[config.mk]
export PLATFORM = sky130hd
export DESIGN_NAME = booth_arbiter
export DESIGN_NICKNAME = d
export VERILOG_FILES = /design/src/rtl/booth_arbiter.sv
export SDC_FILE = /design/constraint.sdc
export NUM_CORES = 1
export LEC_CHECK = 0
export ABC_AREA = 0
export BUFFER_PORTS_ARGS = -buffer_cell sky130_fd_sc_hd__clkbuf_2
export CORE_MARGIN = 2
export CORE_UTILIZATION = 44
export DETAILED_ROUTE_END_ITERATION = 16
export PLACE_DENSITY = 0.82
export SKIP_CTS_REPAIR_TIMING = 1
export SYNTH_ARGS = -nofsm -noshare
export SYNTH_HDL_FRONTEND = slang
export SYNTH_SLANG_ARGS = --single-unit
[constraint.sdc]
create_clock -name clk -period 1.6 [get_ports clk]
set_clock_uncertainty 0.05 [all_clocks]
set_input_delay 0.32 -clock clk [delete_from_list [all_inputs] [get_ports clk]]
set_output_delay 0.32 -clock clk [all_outputs]
set_load 0.005 [all_outputs]
[src/rtl/booth_arbiter.sv]
// booth_arbiter: two-client round-robin arbiter and sequencer for the shared
// byte-serial radix-4 Booth multiplier.
//   clk, rst        : clock, synchronous active-high reset
//   req[1:0]        : per-client request levels
//   a0/b0, a1/b1    : client operands, sampled at grant
//   grant[1:0]      : one-hot owner of the multiplier, 0 when idle
//   done[1:0], err  : one-cycle completion pulse to owner, watchdog error flag
//   result[15:0]    : last good product (low 16 bits)
//   busy            : high from first LOAD cycle through DONE
//   m_in, m_start, m_get : operand byte, start pulse, result release to multiplier
//   m_ready, m_out  : multiplier result-valid level and low product
module booth_arbiter #(
  parameter int unsigned TIMEOUT = 64
) (
  input  logic        clk,
  input  logic        rst,
  input  logic [1:0]  req,
  input  logic [15:0] a0,
  input  logic [15:0] b0,
  input  logic [15:0] a1,
  input  logic [15:0] b1,
  output logic [1:0]  grant,
  output logic [1:0]  done,
  output logic        err,
  output logic [15:0] result,
  output logic        busy,
  output logic [7:0]  m_in,
  output logic        m_start,
  output logic        m_get,
  input  logic        m_ready,
  input  logic [15:0] m_out
);

  localparam int unsigned WCW = $clog2(TIMEOUT + 1);

  typedef enum logic [2:0] {
    S_IDLE,
    S_LOAD,
    S_WAIT,
    S_GET,
    S_DONE
  } state_t;

  state_t          state, state_n;
  logic [1:0]      lc, lc_n;
  logic [WCW-1:0]  wcnt, wcnt_n;
  logic            errf, errf_n;
  logic            last, last_n;
  logic [15:0]     opa, opa_n;
  logic [15:0]     opb, opb_n;
  logic [1:0]      grant_n;
  logic [1:0]      done_n;
  logic            err_n;
  logic [15:0]     result_n;
  logic            busy_n;
  logic [7:0]      m_in_n;
  logic            m_start_n;
  logic            m_get_n;
  logic            win;
  logic [15:0]     sel_a;
  logic [15:0]     sel_b;

  // State and registered outputs
  always_ff @(posedge clk) begin
    if (rst) begin
      state   <= S_IDLE;
      lc      <= '0;
      wcnt    <= '0;
      errf    <= 1'b0;
      last    <= 1'b1;
      opa     <= '0;
      opb     <= '0;
      grant   <= '0;
      done    <= '0;
      err     <= 1'b0;
      result  <= '0;
      busy    <= 1'b0;
      m_in    <= '0;
      m_start <= 1'b0;
      m_get   <= 1'b0;
    end else begin
      state   <= state_n;
      lc      <= lc_n;
      wcnt    <= wcnt_n;
      errf    <= errf_n;
      last    <= last_n;
      opa     <= opa_n;
      opb     <= opb_n;
      grant   <= grant_n;
      done    <= done_n;
      err     <= err_n;
      result  <= result_n;
      busy    <= busy_n;
      m_in    <= m_in_n;
      m_start <= m_start_n;
      m_get   <= m_get_n;
    end
  end

  // Next-state and next-output logic; outputs are computed one cycle early
  // so the registered copies line up with the state they belong to.
  always_comb begin
    state_n   = state;
    lc_n      = lc;
    wcnt_n    = wcnt;
    errf_n    = errf;
    last_n    = last;
    opa_n     = opa;
    opb_n     = opb;
    grant_n   = grant;
    done_n    = '0;
    err_n     = 1'b0;
    result_n  = result;
    m_in_n    = '0;
    m_start_n = 1'b0;
    m_get_n   = 1'b0;

    // Both requesting: the client not served last wins; otherwise the sole requester.
    win   = (req == 2'b11) ? ~last : req[1];
    sel_a = win ? a1 : a0;
    sel_b = win ? b1 : b0;

    unique case (state)
      S_IDLE: begin
        if (req != 2'b00) begin
          state_n   = S_LOAD;
          lc_n      = 2'd0;
          last_n    = win;
          grant_n   = win ? 2'b10 : 2'b01;
          opa_n     = sel_a;
          opb_n     = sel_b;
          m_start_n = 1'b1;
          m_in_n    = sel_a[7:0];
        end
      end

      S_LOAD: begin
        // lc names the byte on m_in this cycle; prepare the following one.
        lc_n = lc + 2'd1;
        unique case (lc)
          2'd0: m_in_n = opa[15:8];
          2'd1: m_in_n = opb[7:0];
          2'd2: m_in_n = opb[15:8];
          default: begin
            state_n = S_WAIT;
            wcnt_n  = '0;
          end
        endcase
      end

      S_WAIT: begin
        // Abandon once TIMEOUT cycles have elapsed without ready, so that
        // done with err lands TIMEOUT+7 cycles after the request.
        if (m_ready) begin
          state_n = S_GET;
          errf_n  = 1'b0;
          m_get_n = 1'b1;
        end else if (wcnt == WCW'(TIMEOUT)) begin
          state_n = S_GET;
          errf_n  = 1'b1;
          m_get_n = 1'b1;
        end else begin
          wcnt_n = wcnt + WCW'(1);
        end
      end

      S_GET: begin
        if (!errf) begin
          result_n = m_out;
        end
        done_n  = grant;
        err_n   = errf;
        state_n = S_DONE;
      end

      S_DONE: begin
        grant_n = '0;
        state_n = S_IDLE;
      end

      default: begin
        state_n = S_IDLE;
        grant_n = '0;
      end
    endcase

    busy_n = (state_n != S_IDLE);
  end

endmodule
==> flow_metrics.py, run 1 <==
metrics = {
    "placement": {
        "gp_congestion": 0.770,
        "place_area_sq_um": 3980,
        "hpwl_mm": 6.12,
        "port_buffers": 116,
    },
    "route": {
        "routed_via_density": 5.39,
        "drc_errors": 0,
        "drt_wl_total_mm": 8.86,
        "first_iter_violations": 176,
        "vias": 3129,
        "wl_per_cell_microns": 15.3,
        "ant_nets": 0,
        "first_pass_iters": 7,
    },
    "synthesis": {
        "yosys_warnings": 0,
        "synthXorXnorAreaFrac_pct": 0,
        "ys_ff_latch": 70,
        "synthMuxAreaShare_pct": 10.7,
        "syn-instance-count": 347,
        "ys_seq_area_share_pct": 44.1,
        "synth_top_family_by_area": "compound AO/OA/AOI/OAI gates",
        "yosys.area_share.simple_pct": 17.9,
        "syn_nets": 438,
        "synth_compound_area_share_pct": 19.6,
        "synth_area_sq_um": 3180,
        "synth_area_per_cell_sq_um": 9.17,
        "synth_cell_types": 43,
        "synth_adder_area_share_pct": 2.36,
    },
    "grt": {
        "grt_pass1_vias": 2782,
        "grt_max_degree": 49,
        "antenna_found_initial": 0,
        "grt_usage_pct": 20.8,
        "grt_pass1_wl_mm": 12.8,
        "grt_overflow": 0,
    },
    "pwr": {
        "leakage_nw": 1.91,
        "ir_worst_vdd_mv": 0.471,
        "powerDensity_nw_per_um2": 914,
    },
    "worst_setup_path": {
        "cp-end-kind": "register",
        "worst-setup-path-type": "register to register",
        "r2r_slack_ns": -0.01,
        "path_max_fanout": 7,
        "timing.rr.start": "state[2]$_SDFF_PP0_",
        "r2r-end": "wcnt[5]$_SDFFE_PP0P_",
        "timing.critical_path.arrival_ns": 1.85,
        "worstPathRequired_ns": 1.83,
        "r2r_cells": 5,
        "critPathLaunchType": "register",
    },
    "outcome": {
        "outcome": "finished with violations",
        "failed_checks": "setup timing",
    },
    "min_path": {
        "whs_path_depth": 3,
        "hp-class": "primary input to register",
        "hold-path-endpoint": "result[9]$_SDFFE_PP0P_",
        "hold_start": "m_out[9]",
    },
    "clock_tree": {
        "cts_sinks": 70,
        "clkSlewWorstSetupHoldPaths_ns": 0.07,
        "root_buffer": "clkbuf_8",
        "cts_buffers": 9,
        "htreeDepth": 3,
        "cts_buffer_depth": 2,
        "cts_tree": "done",
        "clk_latency_ns": 0.34,
    },
    "floorplanning": {
        "dieArea_sq_um": 7920,
        "start_util_pct": 46.1,
        "die_x_microns": 89.0,
        "placementRows": 30,
        "die_y_microns": 89.0,
        "fp.coreArea_sq_um": 6910,
        "io_pins": 117,
    },
    "sta": {
        "drv_slew": 0,
        "tightest_slew_ns": 0.476,
        "post-route-period-util_pct": 101,
        "layout_setup_ws_ns": -0.0111,
        "whs_ns": 0.146,
        "min_period_ns": 1.61,
        "max_freq_mhz": 621,
        "slew-limit-headroom_pct": 68.1,
        "setup_viol": 2,
        "hold_violations": 0,
        "timing.setup.tns_ns": -0.0203,
        "rsz0062_at_grt": "yes",
    },
    "finish": {
        "syn_to_final_growth_pct": 39.0,
        "fin_area_sq_um": 4420,
        "drive_gt1_share_pct": 42.5,
        "postLayoutCoreUtil_pct": 64.0,
        "diodes": 0,
        "nets": 574,
    },
    "run": {
        "maxCapViolations": 0,
    },
}
==> power breakdown <==
group | internal [mW] | switching (mW)
Sequential | 1.85 | 0.0741
Combinational | 0.391 | 0.350
Clock | 0.735 | 0.641
Total | 2.97 | 1.07
==> critical path: stages (launching register included) <==
cell and delay [ns]:
dfxtp_4 0.37, nor4b_4 0.36, o41ai_4 0.17, buf_4 0.17, a2111o_1 0.38, o21ai_2 0.06
==> placed cells by master (no fill, tap or decap), types with 4 or more instances in the layout <==
cell / netlist / final
dfxtp_1: 70 / 65
buf_4: 5 / 30
a21oi_1: 26 / 23
clkbuf_2: 0 / 116
inv_1: 6 / 4
a222oi_1: 8 / 8
a211oi_2: 0 / 7
buf_12: 0 / 5
a211oi_1: 26 / 19
and2_1: 13 / 12
clkbuf_8: 0 / 10
mux2i_1: 33 / 33
o21ai_0: 4 / 4
nor2_1: 34 / 34
a2111o_1: 4 / 4
o22ai_1: 8 / 8
nand2_1: 43 / 43
==> synthesized netlist by cell type <==
master,n,area share [%]
or3_1,1,0.20
nand4bb_1,1,0.35
nor4b_4,1,0.75
and2_1,13,2.6
a211oi_1,26,6.1
or2_2,3,0.59
a22oi_1,1,0.24
nand2b_1,4,0.79
buf_1,5,0.59
ha_1,6,2.4
nand3_1,3,0.47
inv_1,6,0.71
nor3_1,3,0.47
nor2_1,34,4.0
and3_1,1,0.20
o21ai_0,4,0.63
o21ai_1,1,0.16
mux2i_1,33,10
nand4_1,2,0.39
dfxtp_1,70,44
nand2_1,43,5.1
buf_2,7,1.1
buf_6,1,0.35
clkbuf_1,10,1.2
a31oi_1,1,0.20
nor4_1,1,0.20
o22ai_1,8,1.6
a21boi_0,1,0.24
nor3b_1,2,0.47
and4bb_2,1,0.39
o21ai_2,2,0.55
buf_4,5,1.2
a2111o_1,4,1.4
or3b_2,1,0.28
a222oi_1,8,2.5
clkbuf_4,1,0.24
nor3_4,1,0.51
mux2_2,1,0.35
nand3b_1,1,0.24
o41a_2,1,0.39
a21oi_1,26,4.1
o41ai_4,1,0.87
o2111ai_1,2,0.55
==> logic make-up after synthesis <==
| kind of cell | Yosys count |
|---|---|
| AO/OA/AOI/OAI | 86 |
| AND/OR/NAND/NOR | 116 |
| adder cells (fa/ha/maj) | 6 |
| multiplexers | 34 |
| flip-flops | 70 |
| buffers and inverters | 35 |
==> layer usage <==
| layer | wire length [microns] | up-vias | track usage, % |
|---|---|---|---|
| li1 | - | 1517 | - |
| met1 | 3480 | 1453 | 24.3 |
| met2 | 4620 | 139 | 37.4 |
| met3 | 594 | 20 | 4.34 |
| met4 | 172 | 0 | 8.01 |
| met5 | 0 | - | 0 |
==> through the flow <==
stage,worst slack (ns),std cells,power (mW)
CTS,-0.0757,569,3.92
detailed placement,-0.106,556,2.58
finish,-0.0111,581,4.04
global route,-0.0715,581,4.20
floorplan,0.0790,347,2.29
global placement,-0.0893,556,2.56
==> cell type report <==
cell class,count,area [sq um]
Clock inverter,2,35.0
Timing Repair Buffer,154,967
Multi-Input combinational cell,242,1720
Tap cell,96,120
Sequential cell,70,1420
Inverter,6,25.0
Clock buffer,11,141
Fill cell,611,2490
==> state kept, by name, summed over array words and instances, names as in the netlist <==
register and cells:
err 1, done 2, errf 1, state 3
busy 1, result 16, grant 2, m_get 1
m_start 1, wcnt 7, opb 16, m_in 8
last 1, opa 8, lc 2
==> worst max-delay path by stage <==
stage	startpoint	to	slack [ns]
final	state[2]$_SDFF_PP0_	wcnt[5]$_SDFFE_PP0P_	-0.01
after floorplan	state[2]$_SDFF_PP0_	wcnt[4]$_SDFFE_PP0P_	0.08
after global routing	state[2]$_SDFF_PP0_	wcnt[4]$_SDFFE_PP0P_	-0.07
after global placement	req[0]	m_in[4]$_SDFF_PP0_	-0.09
after detailed placement	req[0]	m_in[4]$_SDFF_PP0_	-0.11
after CTS	state[0]$_SDFF_PP0_	opb[6]$_SDFFE_PP0P_	-0.08
Power figures use the tool's default switching activity.
==> run 2: changes to the inputs <==
GPL_TIMING_DRIVEN = 0   (was default)
==> run 2 against run 1 <==
Against the previous run: design area shrank 2.8%; critical endpoint is now wcnt[4]$_SDFFE_PP0P_; the flow still finishes with violations (setup timing); largest power group unchanged; register-to-register slack about the same; highest routed layer unchanged; hold slack lost 0.011 ns; global-route usage up 0.15 points; die area unchanged.
==> flow_metrics.py, run 2 (synthesis gave the netlist of run 1 again) <==
metrics = {
    "outcome": {
        "outcome": "finished with violations",
        "failed_checks": "setup timing",
    },
    "sta": {
        "setup_viol": 5,
        "max_freq_mhz": 615,
        "layout_setup_ws_ns": -0.0248,
        "hold_violations": 0,
        "drv_slew": 0,
        "min_period_ns": 1.62,
        "tightest_slew_ns": 0.759,
        "rsz0062_at_grt": "yes",
        "slew-limit-headroom_pct": 49.0,
        "post-route-period-util_pct": 102,
    },
    "grt": {
        "antenna_found_initial": 0,
        "grt_max_degree": 14,
        "grt_pass1_vias": 2762,
        "grt_usage_pct": 21.0,
        "grt_overflow": 0,
        "grt_pass1_wl_mm": 12.9,
    },
    "floorplanning": {
        "die_x_microns": 89.0,
        "dieArea_sq_um": 7920,
        "fp.coreArea_sq_um": 6910,
        "start_util_pct": 46.1,
        "die_y_microns": 89.0,
        "io_pins": 117,
        "placementRows": 30,
    },
    "worst_setup_path": {
        "cp-end-kind": "register",
        "critPathLaunchType": "register",
        "cp-startpoint": "state[2]$_SDFF_PP0_",
        "timing.critical_path.arrival_ns": 1.86,
        "timing.rr.start": "state[2]$_SDFF_PP0_",
        "path_max_fanout": 10,
        "worst-setup-path-type": "register to register",
        "worstPathRequired_ns": 1.83,
    },
    "clock_tree": {
        "cts_tree": "done",
        "root_buffer": "clkbuf_8",
        "clkSlewWorstSetupHoldPaths_ns": 0.08,
        "clk_latency_ns": 0.34,
        "cts_buffers": 9,
        "cts_sinks": 70,
        "cts_buffer_depth": 2,
        "htreeDepth": 3,
    },
    "route": {
        "first_iter_violations": 142,
        "drt_wl_total_mm": 8.57,
        "routed_via_density": 5.29,
        "wl_per_cell_microns": 14.7,
        "ant_nets": 0,
        "vias": 3072,
        "drc_errors": 0,
        "first_pass_iters": 5,
    },
    "finish": {
        "fill_cells": 603,
        "reg_top3": "opb x16, result x16",
        "final_common_cell": "clkbuf_2",
        "drive_gt1_share_pct": 39.8,
        "nets": 571,
        "diodes": 0,
        "syn_to_final_growth_pct": 35.1,
        "finalNonFillerCells": 581,
        "layout_common_cells": "clkbuf_2, dfxtp_1, nand2_1",
    },
    "placement": {
        "hpwl_mm": 6.27,
        "port_buffers": 115,
        "dp_cells": 558,
        "pre_cts_ws_ns": -0.263,
        "gp_congestion": 0.829,
    },
    "pwr": {
        "leakage_nw": 1.83,
        "powerDensity_nw_per_um2": 930,
        "ir_worst_vdd_mv": 0.608,
    },
    "min_path": {
        "hold_start": "m_out[15]",
        "hp-class": "primary input to register",
    },
    "run": {
        "maxCapViolations": 0,
    },
}
[run 2: changes by cell type in the layout (fill, tap and decap cells not counted), moves of 3 or more]
cell / delta
buf_4: -13
buf_12: -5
a211oi_1: +3
dfxtp_4: -3
clkbuf_1: +5
a211oi_2: -3
buf_6: +3
[run 2: critical path, stage by stage, from the launching register on]
cell and delay (ns):
dfxtp_2 0.33, buf_8 0.14, nor4b_4 0.38, o41ai_4 0.19
a2111o_1 0.41, o21ai_2 0.06
[run 2: metrics by stage]
| stage | util [%] | power (mW) | cell area (sq um) | hold WS [ns] | setup TNS [ns] |
|---|---|---|---|---|---|
| final | 62.2 | 3.99 | 4300 | 0.135 | -0.0678 |
| after global routing | 62.2 | 4.16 | 4300 | 0.130 | -0.539 |
| after CTS | 59.0 | 3.95 | 4070 | 0.121 | -3.86 |
| after detailed placement | 56.1 | 2.54 | 3880 | 0.399 | -7.91 |
| after global placement | 56.1 | 2.52 | 3880 | 0.392 | -6.58 |
| after floorplan | - | 2.29 | 3180 | 0.367 | 0 |
[run 2: power breakdown]
group / total [mW] / internal, mW / switching [mW] / leakage (nW)
combinational: 0.664 / 0.328 / 0.336 / 1.16
sequential: 1.91 / 1.85 / 0.0623 / 0.575
clock: 1.42 / 0.721 / 0.697 / 0.0956
[run 2: worst paths after layout]
check / to / cells past startpoint / slack [ns]
max: wcnt[4]$_SDFFE_PP0P_ / 5 / -0.02
max reg2reg: wcnt[4]$_SDFFE_PP0P_ / 5 / -0.02
min: result[15]$_SDFFE_PP0P_ / 3 / 0.14
min reg2reg: result[2]$_SDFFE_PP0P_ / 2 / 0.41
[run 2: area by class of cell]
cell class | instances | area, sq um | share of cell area (%)
inverter | 6 | 22.5 | 0.524
clock inverter | 7 | 72.6 | 1.69
timing repair buffer | 125 | 651 | 15.1
multi-input combinational | 243 | 1730 | 40.2
clock buffer | 9 | 124 | 2.88
sequential | 70 | 1410 | 32.7
tap | 96 | 120 | 2.80
buffer | 25 | 174 | 4.05
[run 2: layer usage]
layer / global-route usage (%) / vias to the layer above / wire [microns]
met2: 34.1 / 130 / 4240
met1: 27.2 / 1420 / 3610
li1: - / 1508 / -
met4: 8.01 / 0 / 134
met3: 4.99 / 14 / 579
met5: 0 / - / 0
